File: src/rtl/uart_pkg.sv
// Shared UART definitions: receiver state encoding, oversampling constants
// and a counter-width helper.
package uart_pkg;

  typedef enum logic [2:0] {
    IDLE   = 3'd0,
    START  = 3'd1,
    DATA   = 3'd2,
    PARITY = 3'd3,
    STOP   = 3'd4,
    BRK    = 3'd5
  } rx_state_e;

  localparam int OS_RATE   = 16;
  localparam int START_MID = 7;

  localparam logic [4:0] S_LAST   = 5'(OS_RATE - 1);
  localparam logic [4:0] S_MIDBIT = 5'(START_MID);

  // Width of a counter that must reach n-1; never narrower than one bit.
  function automatic int cnt_w(input int n);
    return (n > 1) ? $clog2(n) : 1;
  endfunction

endpackage

File: src/rtl/sync_2ff.sv
// Two-flop synchroniser for a single asynchronous level; RST_VAL selects the
// value both flops take during reset (1 for an idle-high serial line).
module sync_2ff #(
  parameter logic RST_VAL = 1'b0
) (
  input  logic clk,
  input  logic rst,
  input  logic d,
  output logic q
);

  logic meta_d, meta_q;
  logic sync_d, sync_q;

  always_comb begin
    meta_d = d;
    sync_d = meta_q;
  end

  always_ff @(posedge clk or posedge rst) begin
    if (rst) begin
      meta_q <= RST_VAL;
      sync_q <= RST_VAL;
    end else begin
      meta_q <= meta_d;
      sync_q <= sync_d;
    end
  end

  assign q = sync_q;

endmodule

File: src/rtl/uart_rx_os.sv
// UART receiver with 16x oversampling: synchronises rx, finds the start bit,
// samples every bit at its midpoint and reports each frame with error status.
module uart_rx_os
  import uart_pkg::*;
#(
  parameter int DBIT       = 8,
  parameter int SB_TICK    = 16,
  parameter int PARITY_EN  = 0,
  parameter int PARITY_ODD = 0
) (
  input  logic            clk,
  input  logic            rst,
  input  logic            s_tick,
  input  logic            rx,
  output logic            rx_done_tick,
  output logic [DBIT-1:0] dout,
  output logic            frame_err,
  output logic            parity_err,
  output logic            busy
);

  localparam int         NW       = cnt_w(DBIT);
  localparam logic [NW-1:0] N_LAST = NW'(DBIT - 1);
  localparam logic [4:0] SB_LAST  = 5'(SB_TICK - 1);
  localparam logic       ODD_BIT  = (PARITY_ODD != 0);
  localparam logic       PAR_ON   = (PARITY_EN != 0);

  // Output handshake: rx_done_tick is a one-clk valid strobe with no ready;
  // dout/frame_err/parity_err are stable from that cycle until the next strobe,
  // so the consumer must capture on the strobe and cannot apply backpressure.

  logic rx_s;

  sync_2ff #(.RST_VAL(1'b1)) u_sync (
    .clk (clk),
    .rst (rst),
    .d   (rx),
    .q   (rx_s)
  );

  rx_state_e       state_d, state_q;
  logic [4:0]      s_cnt_d, s_cnt_q;
  logic [NW-1:0]   n_cnt_d, n_cnt_q;
  logic [DBIT-1:0] b_d, b_q;
  logic            perr_d, perr_q;
  logic [DBIT-1:0] dout_d, dout_q;
  logic            ferr_d, ferr_q;
  logic            par_err_d, par_err_q;
  logic            done_d, done_q;

  always_comb begin
    state_d   = state_q;
    s_cnt_d   = s_cnt_q;
    n_cnt_d   = n_cnt_q;
    b_d       = b_q;
    perr_d    = perr_q;
    dout_d    = dout_q;
    ferr_d    = ferr_q;
    par_err_d = par_err_q;
    done_d    = 1'b0;

    unique case (state_q)
      IDLE: begin
        // Start detection runs every clk so a start bit directly after a
        // frame is not delayed by up to one tick.
        if (!rx_s) begin
          state_d = START;
          s_cnt_d = '0;
        end
      end

      START: begin
        if (s_tick) begin
          if (s_cnt_q == S_MIDBIT) begin
            if (!rx_s) begin
              state_d = DATA;
              s_cnt_d = '0;
              n_cnt_d = '0;
            end else begin
              state_d = IDLE;
            end
          end else begin
            s_cnt_d = s_cnt_q + 5'd1;
          end
        end
      end

      DATA: begin
        if (s_tick) begin
          if (s_cnt_q == S_LAST) begin
            s_cnt_d = '0;
            b_d     = {rx_s, b_q[DBIT-1:1]};
            if (n_cnt_q == N_LAST) begin
              state_d = PAR_ON ? PARITY : STOP;
            end else begin
              n_cnt_d = n_cnt_q + NW'(1);
            end
          end else begin
            s_cnt_d = s_cnt_q + 5'd1;
          end
        end
      end

      PARITY: begin
        if (s_tick) begin
          if (s_cnt_q == S_LAST) begin
            perr_d  = (^b_q) ^ rx_s ^ ODD_BIT;
            s_cnt_d = '0;
            state_d = STOP;
          end else begin
            s_cnt_d = s_cnt_q + 5'd1;
          end
        end
      end

      STOP: begin
        if (s_tick) begin
          if (s_cnt_q == SB_LAST) begin
            dout_d    = b_q;
            ferr_d    = ~rx_s;
            par_err_d = PAR_ON ? perr_q : 1'b0;
            done_d    = 1'b1;
            // A low stop bit parks in BRK so a held-low line reports once.
            state_d   = rx_s ? IDLE : BRK;
          end else begin
            s_cnt_d = s_cnt_q + 5'd1;
          end
        end
      end

      BRK: begin
        if (rx_s) begin
          state_d = IDLE;
        end
      end

      default: state_d = IDLE;
    endcase
  end

  always_ff @(posedge clk or posedge rst) begin
    if (rst) begin
      state_q   <= IDLE;
      s_cnt_q   <= '0;
      n_cnt_q   <= '0;
      b_q       <= '0;
      perr_q    <= 1'b0;
      dout_q    <= '0;
      ferr_q    <= 1'b0;
      par_err_q <= 1'b0;
      done_q    <= 1'b0;
    end else begin
      state_q   <= state_d;
      s_cnt_q   <= s_cnt_d;
      n_cnt_q   <= n_cnt_d;
      b_q       <= b_d;
      perr_q    <= perr_d;
      dout_q    <= dout_d;
      ferr_q    <= ferr_d;
      par_err_q <= par_err_d;
      done_q    <= done_d;
    end
  end

  assign rx_done_tick = done_q;
  assign dout         = dout_q;
  assign frame_err    = ferr_q;
  assign parity_err   = par_err_q;
  assign busy         = (state_q != IDLE);

endmodule

File: config.mk
export PLATFORM = sky130hd
export DESIGN_NAME = uart_rx_os
export DESIGN_NICKNAME = d
export VERILOG_FILES = /design/src/rtl/uart_pkg.sv /design/src/rtl/sync_2ff.sv /design/src/rtl/uart_rx_os.sv
export SDC_FILE = /design/constraint.sdc
export NUM_CORES = 1
export LEC_CHECK = 0
export CORE_ASPECT_RATIO = 0.9
export CORE_MARGIN = 2
export CORE_UTILIZATION = 56
export CTS_CLUSTER_DIAMETER = 80
export DETAILED_ROUTE_END_ITERATION = 12
export PLACE_DENSITY = 0.79
export SYNTH_ARGS = -nofsm -noshare
export SYNTH_HDL_FRONTEND = slang
export SYNTH_SLANG_ARGS = --single-unit
File: constraint.sdc
create_clock -name clk -period 2.7 [get_ports clk]
set_clock_uncertainty 0.2 [all_clocks]
set_input_delay 0.54 -clock clk [delete_from_list [all_inputs] [get_ports clk]]
set_output_delay 0.54 -clock clk [all_outputs]
set_load 0.01 [all_outputs]
# ---- Word-level counts from Yosys, hierarchy flattened
# Index checks and enable logic that the tools add are counted.
dict set report word_totals {
  elab_cells 77
  inputBits 4
  regBits 31
}
dict set report op_classes {
  n_addsub 2
  reduce_logical 10
  n_eq_ne 23
  n_mux 32
  bitwise_logic 1
}
# op n
set ops {}
lappend ops {{$mux 3} 18}
lappend ops {{$mux 5} 7}
lappend ops {{$ne 2x2->1 const B} 13}
lappend ops {{$pmux 5 s4} 1}
lappend ops {{$pmux 3 s6} 1}
lappend ops {{$reduce_and 11->1} 1}
lappend ops {{$eq 3x3->1 const B} 3}
lappend ops {{$reduce_and 7->1} 1}
lappend ops {{$eq 3x2->1 const B} 2}
lappend ops {{$pmux 3 s2} 1}
lappend ops {{$reduce_and 3->1} 2}
lappend ops {{$add 5x1->5 const B} 1}
lappend ops {{$eq 5x3->1 const B} 1}
lappend ops {{$eq 5x4->1 const B} 1}
lappend ops {{$reduce_and 5->1} 1}
lappend ops {{$ne 2x1->1 const B} 2}
lappend ops {{$reduce_bool 4->1} 1}
lappend ops {{$add 3x1->3 const B} 1}
lappend ops {{$eq 3x1->1 const B} 1}
lappend ops {{$logic_not 3->1} 1}
lappend ops {{$mux 1} 3}
lappend ops {{$reduce_bool 3->1} 1}
lappend ops {{$mux 2} 1}
lappend ops {{$reduce_bool 2->1} 1}
lappend ops {{2 further kinds} 2}

# ---- Logic depth before layout (Yosys ltp)
# Gate-level depths: netlist of the first run.
dict set report depth {
  depth_word 5
  mapped_depth 7
}

# ---- Hierarchy
# Synthesis of the first run repeated with hierarchy kept, for this count alone.
dict set report unflattened {
  hier_cells 146
  area_unflattened_um2 1602.8
}
# module instances cells_per_inst area_per_inst_um2
set modules_own_cells {}
lappend modules_own_cells {uart_rx_os 1 143 1546.5}
lappend modules_own_cells {sync_2ff 1 3 56.3}

# ---- Worst setup path before layout of the first run
# No wires, ideal clock.
dict set report synth_path {
  kind {register to register}
  from {reg s_cnt_q[0]}
  to {reg n_cnt_q[0]}
  setup_time_ns 0.125
  path_slack_ns 0.652
  path_buffers 0
  required_ns 2.375
  arrival_time_ns 1.723
  stages_incl_launch_ff 8
  period_less_slack_ns 2.048
  path_cell_list {dfrtp_1 ha_1 and3_1 ha_1 nand3b_1 nor3_2 o21bai_1 mux2_2}
}
dict set report synth_via {
  elab_chain_cells 3
  word_cells_on_any_way 5
  cone_classes {eq/ne (4); reduce/logical (1)}
}
# item line
set synth_rtl {}
lappend synth_rtl {{from (decl)} uart_rx_os.sv:42} ;# logic [4:0] s_cnt_d, s_cnt_q;
lappend synth_rtl {{from (signal assigned)} uart_rx_os.sv:154} ;# s_cnt_q <= s_cnt_d;
lappend synth_rtl {{$eq 5x4->1 / $eq 5x3->1 (equally long branches)} {uart_rx_os.sv:90, uart_rx_os.sv:74}}
lappend synth_rtl {{$ne 2x2->1 (no line)} --}
lappend synth_rtl {{$reduce_and 7->1 (no line) *} --}
lappend synth_rtl {{to (signal assigned)} uart_rx_os.sv:155} ;# n_cnt_q <= n_cnt_d;
lappend synth_rtl {{to (decl)} uart_rx_os.sv:43} ;# logic [NW-1:0] n_cnt_d, n_cnt_q;
# Every way passes the cells marked *; elsewhere a longest branch is shown, timed or not.
# A chain may end at the register's enable or synchronous reset.

# ---- Worst setup path in the final report of the first run
dict set report layout_path {
  from {reg state_q[1]}
  to {out busy}
}
dict set report layout_via {
  elab_chain_cells 1
}
# item line
set layout_rtl {}
lappend layout_rtl {{from (decl)} uart_rx_os.sv:41} ;# rx_state_e state_d, state_q;
lappend layout_rtl {{from (signal assigned)} uart_rx_os.sv:153} ;# state_q <= state_d;
lappend layout_rtl {{$reduce_bool 3->1} uart_rx_os.sv:169} ;# assign busy = (state_q != IDLE);
lappend layout_rtl {{to (decl)} uart_rx_os.sv:19} ;# output logic busy
# No other way between the ends.

==> flow_summary_export.csv, run 1 <==
group,metric,value,unit
detailed_routing,vias,1106,
power,p_sw_share,31.44,%
detailed_routing,drcViolationCount,0,
timing,drv_slew,0,
synth,synth_seq_area_share,48.67,%
floorplan,boundaryPins,16,
setup_path,startpoint_type,"flop",
synth,syn-num-nets,144,
power,p_total,1.177,mW
power,p_int,806.7,uW
timing,tns,0,ps
clocking,hold_buffers,0,
layout,fin_cells,195,
layout,synthToLayoutAreaGrowth,16.04,%
placed_design,gp_congestion,0.8334,
layout,fillers,220,
setup_path,endpoint,"busy",
power,power_density,634.1,nW/um^2
synth,synth_top_cell_by_area,"dfrtp_1",
timing,holdWs,144.7,ps
detailed_routing,wl_met1,1434,um
clocking,path_clk_slew,100,ps
flow_run,max_cap_violations,0,
detailed_routing,wl_per_cell,15.05,um
setup_path,slowest_delay,540,ps
synth,ys_seq_elements,31,
hold_path,hp-class,"flop to flop",
timing,max_freq,0.3925,GHz
setup_path,cp.depth,2,
setup_path,r2r_end,"n_cnt_q[0]",
synth,synth.area.top_cells,"dfrtp_1, mux2_2, ha_1, dfstp_2, o21ai_0",
setup_path,crit_arrival,1810,ps
placed_design,hpwl,2151,um
layout,diodes,0,
detailed_routing,top_layer_used,"met4",
power,leakage,0.8318,nW
detailed_routing,dr_wl_met2,1390,um
clocking,cts_buffer_depth,2,
setup_path,r2r_slack,340,ps
setup_path,crit_type,"flop to primary output",
placed_design,portBuffers,14,
layout,nNetsFinal,164,
detailed_routing,vias_per_cell,5.672,
setup_path,crit_fanout,16,
setup_path,startpoint,"state_q[1]",
placed_design,place_inst,187,
layout,drive_gt1_share,29.03,%
timing,grt_setup_unrepaired,"false",
clocking,clock_sinks,31,
power,p_sw,370.0,uW
timing,fin_crit,2547,ps
floorplan,start_util,58.68,%
detailed_routing,ant_nets,0,
synth,yosys_warnings,0,
synth,ys_types,49,
detailed_routing,routed_wl,2935,um
setup_path,critPathTopFamily,"flip-flops",
floorplan,dieWidth,60.33,um
setup_path,crit_buf_inv,1,
clocking,clk_latency,320,ps
synth,synth_top_area_share,45.38,%
floorplan,core_area,2725,um^2
clocking,post_cts_buffers,0,
grt,grt.total_usage,21.21,%
grt,grt_max_degree,32,
timing,setup_viol,0,
grt,gr-total-overflow,0,
detailed_routing,drtIter0Drc,32,
clocking,h-tree-depth,2,
setup_path,cp.required,1960,ps
outcome,status,"finished clean",
floorplan,die_y,54.70,um
detailed_routing,dr.pass1.iters,4,
clocking,cts_resized,0,
setup_path,timing.rr.start,"s_cnt_q[0]",
setup_path,crit_slowest_cell,"dfrtp_1",
timing,hold_viol,0,
floorplan,die_area,3299,um^2
clocking,numCtsBuffers,5,
setup_path,crit_chain,"or3_1 -> clkdlybuf4s50_1",
synth,synthArstFlopShare,100.0,%
detailed_routing,wl_met3,67,um
grt,grt_pass1_vias,1007,
synth,netlist_area,1599,um^2
grt,antenna_found_initial,0,
clocking,ctsRootBufferMaster,"clkbuf_4",
synth,syn_avg_cell_area,11.93,um^2
floorplan,fp-row-count,18,
power,p_comb_share,29.1,%
grt,grt_pass1_wl,4919,um
synth,ys.flop_type,"dfrtp_1",
synth,synthCells,134,
power,vdd_ir_drop_max,0.6047,mV
clocking,cts_tree,"done",
power,seqPwrFrac,44.8,%
synth,synth-edff-count,0,
setup_path,endpoint_kind,"primary output",
power,clkPwrFrac,26.1,%
timing,finalCritPeriodShare,94.35,%
setup_path,r2r_cells,7,
-- worst reg2reg max path: stages, from the launching register on --
cell and delay [ps]:
dfrtp_1 390, ha_1 230, and3_1 220, ha_1 200, nand3b_1 200, nor3_2 320, o21bai_1 170, mux2_2 290
-- metrics by stage --
| stage | setup slack, ps | area [um^2] | util (%) |
|---|---|---|---|
| floorplan | 652.3 | 1599 | - |
| global placement | 381.8 | 1783 | 65.43 |
| detailed placement | 334.8 | 1783 | 65.43 |
| CTS | 135.0 | 1856 | 68.09 |
| global route | 54.76 | 1856 | 68.09 |
| finish | 152.5 | 1856 | 68.09 |
-- how the worst min path moves through the flow --
stage                       start  endpoint  slack [ps]  cells past startpoint
floorplan           u_sync.meta_q  u_sync.q         150                      0
global placement    u_sync.meta_q  u_sync.q         150                      0
detailed placement  u_sync.meta_q  u_sync.q         150                      0
CTS                 u_sync.meta_q  u_sync.q         150                      0
global route        u_sync.meta_q  u_sync.q         150                      0
finish              u_sync.meta_q  u_sync.q         140                      0
-- registers in the layout (all words and copies together), names as in the netlist --
signal / count
u_sync.meta_q: 1
state_q: 3
u_sync.q: 1
s_cnt_q: 5
frame_err: 1
n_cnt_q: 3
b_q: 8
rx_done_tick: 1
dout: 8
-- logic make-up (layout without fill, tap and decap cells) --
kind of cell             after synthesis  count (layout)  share of synthesized area (%)
flip-flops                            31              31                          48.67
other                                  1               1                         0.2345
multiplexers                          19              19                          13.30
buffers and inverters                 13              34                          4.148
AO/OA/AOI/OAI                         28              28                          13.77
adder cells (fa/ha/maj)                6               6                          4.695
AND/OR/NAND/NOR                       36              36                          15.18
-- power by group through the flow --
stage | combinational (mW) | clock (mW) | sequential (mW)
6_report | 0.342 | 0.307 | 0.527
5_1_grt | 0.381 | 0.338 | 0.532
4_1_cts | 0.345 | 0.319 | 0.526
3_5_place_dp | 0.344 | 0 | 0.535
3_3_place_gp | 0.333 | 0 | 0.533
2_1_floorplan | 0.267 | 0 | 0.532
-- Yosys cell counts (3+ instances only) --
cell type / instances
dfrtp_1: 29
mux2_2: 18
o21ai_0: 9
inv_1: 8
ha_1: 6
nand2_1: 5
a21oi_1: 3
nor2_1: 3
nor3_1: 3
or2_2: 3
-- layout make-up --
| class | instances | area, um^2 | area share, % |
|---|---|---|---|
| clock buffers | 7 | 65.06 | 3.506 |
| clock inverters | 1 | 7.507 | 0.4046 |
| inverters | 8 | 30.03 | 1.618 |
| multi-input cells | 90 | 754.5 | 40.66 |
| flip-flops and latches | 31 | 778.2 | 41.94 |
| well taps | 40 | 50.05 | 2.697 |
| repair buffers | 18 | 170.2 | 9.171 |
-- cell usage in the layout (no fill, tap or decap), types with 2 or more instances in the layout --
| cell | instances |
|---|---|
| buf_4 | 4 |
| inv_1 | 8 |
| o21bai_1 | 2 |
| nor3_1 | 3 |
| nor2_1 | 3 |
| or2_2 | 3 |
| mux2_2 | 18 |
| a22o_1 | 2 |
| clkbuf_4 | 5 |
| nand2_1 | 5 |
| ha_1 | 6 |
| dfrtp_1 | 29 |
| o31ai_1 | 2 |
| a21oi_1 | 3 |
| dfstp_2 | 2 |
| nor2_2 | 2 |
| o21ai_0 | 9 |
| clkbuf_8 | 2 |
| clkdlybuf4s50_1 | 14 |
| nand2b_1 | 2 |
| nand3_1 | 2 |
-- routing by layer --
metal / up-vias / track usage [%]
met2: 17 / 30.43
met4: 0 / 6.667
met3: 6 / 6.619
li1: 534 / -
met5: - / 0
met1: 549 / 30.61
(Power assumes the default switching activity.)
==> run 2, diff against run 1 <==
Settings changed: ABC_AREA from default to 1, CELL_PAD_IN_SITES_DETAIL_PLACEMENT from default to 0, CELL_PAD_IN_SITES_GLOBAL_PLACEMENT from default to 1, CORE_UTILIZATION 56 to 43.
==> run 2 against run 1 <==
Critical path depth increased by 1; sequential share of layout area decreased by 3.9 points; first-iteration DRC count increased to 3.3 times the previous value; hold slack improved by 11 ps; utilization decreased by 17 points; highest routed layer unchanged; combinational power increased by 44%; clock-buffer cell count decreased by 1; critical path type unchanged; die area increased by 40%; largest cell class is now multi-input combinational cells; maximum frequency increased by 3.1%; register-to-register slack improved by 280 ps; global-route usage decreased by 5.4 points.
==> flow_summary_export.csv, run 2 <==
group,metric,value,unit
power,p_int,968.6,uW
detailed_routing,wl_per_cell,11.77,um
synth,synth_top_area_share,41.13,%
clocking,clock_sinks,31,
synth,syn_avg_cell_area,8.441,um^2
power,seqPwrFrac,37.0,%
synth,yosysMostFrequentCell,"nand2_1",
grt,grt.total_usage,15.82,%
floorplan,die_y,64.77,um
hold_path,min_from,"u_sync.meta_q",
power,power_density,746.4,nW/um^2
layout,multi_input_area,827.0,um^2
synth,synth_seq_area_share,44.11,%
clocking,h-tree-depth,2,
power,p_comb_share,32.3,%
synth,synth-edff-count,0,
detailed_routing,vias,1306,
detailed_routing,dr.pass1.iters,4,
power,p_sw,556.4,uW
outcome,status,"finished clean",
hold_path,hp-class,"flop to flop",
setup_path,endpoint_kind,"primary output",
power,leakage,0.9769,nW
synth,ys_types,27,
clocking,cts_resized,0,
floorplan,start_util,43.90,%
placed_design,portBuffers,14,
power,clkPwrFrac,30.7,%
detailed_routing,drcViolationCount,0,
layout,register_area,778.2,um^2
clocking,numCtsBuffers,5,
synth,ys.flop_type,"dfrtp_1",
synth,synth_top_cell_by_area,"dfrtp_1",
timing,max_freq,0.4047,GHz
layout,diodes,0,
synth,syn-num-nets,219,
synth,synthCells,209,
detailed_routing,drtIter0Drc,104,
clocking,clk_latency,280,ps
placed_design,gp_congestion,0.8247,
timing,setup_viol,0,
synth,yosys_warnings,0,
clocking,post_cts_buffers,0,
clocking,cts_tree,"done",
synth,synth_common_cells,"nand2_1, dfrtp_1, inv_1, o21ai_2, nand3_1",
grt,antenna_found_initial,0,
layout,layout_commonest_cell,"nand2_1",
grt,grt_pass1_wl,5658,um
floorplan,boundaryPins,16,
setup_path,cp.required,1960,ps
clocking,ctsRootBufferMaster,"clkbuf_8",
power,p_sw_share,36.49,%
timing,hold_viol,0,
layout,synthToLayoutAreaGrowth,15.82,%
timing,grt_setup_unrepaired,"false",
flow_run,max_cap_violations,0,
layout,drive_gt1_share,19.38,%
synth,synth.area.top_cells,"dfrtp_1, nand2_1, inv_1, o21ai_2, ha_1",
timing,fin_crit,2471,ps
layout,final_util,50.84,%
floorplan,dieWidth,71.52,um
grt,grt_pass1_vias,1203,
setup_path,timing.rr.start,"s_cnt_q[0]",
detailed_routing,ant_nets,0,
grt,grt_max_degree,32,
clocking,path_clk_slew,60,ps
setup_path,startpoint_type,"flop",
floorplan,fp-row-count,22,
timing,tns,0,ps
placed_design,hpwl,2403,um
hold_path,holdPathStages,0,
hold_path,whs_endpoint,"u_sync.q",
setup_path,crit_type,"flop to primary output",
layout,nNetsFinal,236,
setup_path,crit_arrival,1730,ps
setup_path,crit_fanout,8,
floorplan,core_area,4019,um^2
layout,fillers,393,
detailed_routing,vias_per_cell,4.749,
layout,final_cell_mix,"nand2_1, dfrtp_1, inv_1",
synth,ys_seq_elements,31,
timing,drv_slew,0,
synth,synthArstFlopShare,100.0,%
synth,netlist_area,1764,um^2
setup_path,r2r_slack,620,ps
grt,gr-total-overflow,0,
detailed_routing,routed_wl,3237,um
setup_path,r2r_end,"b_q[2]",
timing,finalCritPeriodShare,91.51,%
setup_path,r2r_cells,7,
clocking,cts_buffer_depth,2,
clocking,hold_buffers,0,
floorplan,die_area,4632,um^2
power,vdd_ir_drop_max,0.3477,mV
power,p_total,1.525,mW
run 2: layout make-up:
class,instances,area share [%]
sequential,31,38.09
multi-input combinational,143,40.48
clock buffer,6,4.042
clock inverter,2,1.715
tap,48,2.939
inverter,30,5.511
timing repair buffer,15,7.226
run 2: logic make-up after synthesis:
kind of cell,share of synthesized area [%]
compound gates,9.220
xor+xnor,0.4965
fa+ha+maj,4.255
buf+inv,9.007
flops,44.11
other cells,0.2126
simple gates,32.69
run 2: power groups by stage:
stage	sequential (mW)	clock (mW)	combinational (mW)
finish	0.564	0.469	0.492
global placement	0.572	0	0.506
detailed placement	0.571	0	0.494
floorplan	0.543	0	0.411
global route	0.569	0.503	0.556
CTS	0.563	0.483	0.495
run 2: per-stage QoR:
stage                     worst slack, ps  hold slack [ps]  instances  area [um^2]
after floorplan                     845.0            145.2        209         1764
after global placement              499.6            146.3        267         1926
after detailed placement            524.0            147.3        267         1926
after CTS                           219.8            157.0        275         2043
after global routing                155.6            161.4        275         2043
final                               229.1            156.1        275         2043
run 2: worst max-delay path by stage:
stage / endpoint / slack [ps] / depth (start not counted) / start
floorplan: dout[1] / 850 / 10 / s_cnt_q[0]
global placement: busy / 500 / 3 / state_q[2]
detailed placement: busy / 520 / 3 / state_q[2]
CTS: busy / 220 / 3 / state_q[2]
global route: busy / 160 / 3 / state_q[2]
finish: busy / 230 / 3 / state_q[2]
run 2: worst max-delay path, stage by stage (launching register included):
cell and delay (ps):
dfrtp_1 640, inv_1 110, nand2_1 150, clkdlybuf4s50_1 560
run 2: metal layers:
metal	share of wire (%)	GRT usage, %	up-vias
met5	0	0	-
met4	1.1	4.717	0
met3	4.6	3.733	7
met2	41	21.99	24
met1	53	24.20	585
li1	-	-	690
==> run 3, diff against run 2 <==
Settings changed: CAP_MARGIN from default to 20.
==> results of run 3 <==
The final DEF is identical to that of run 2; final timing and power are the same.
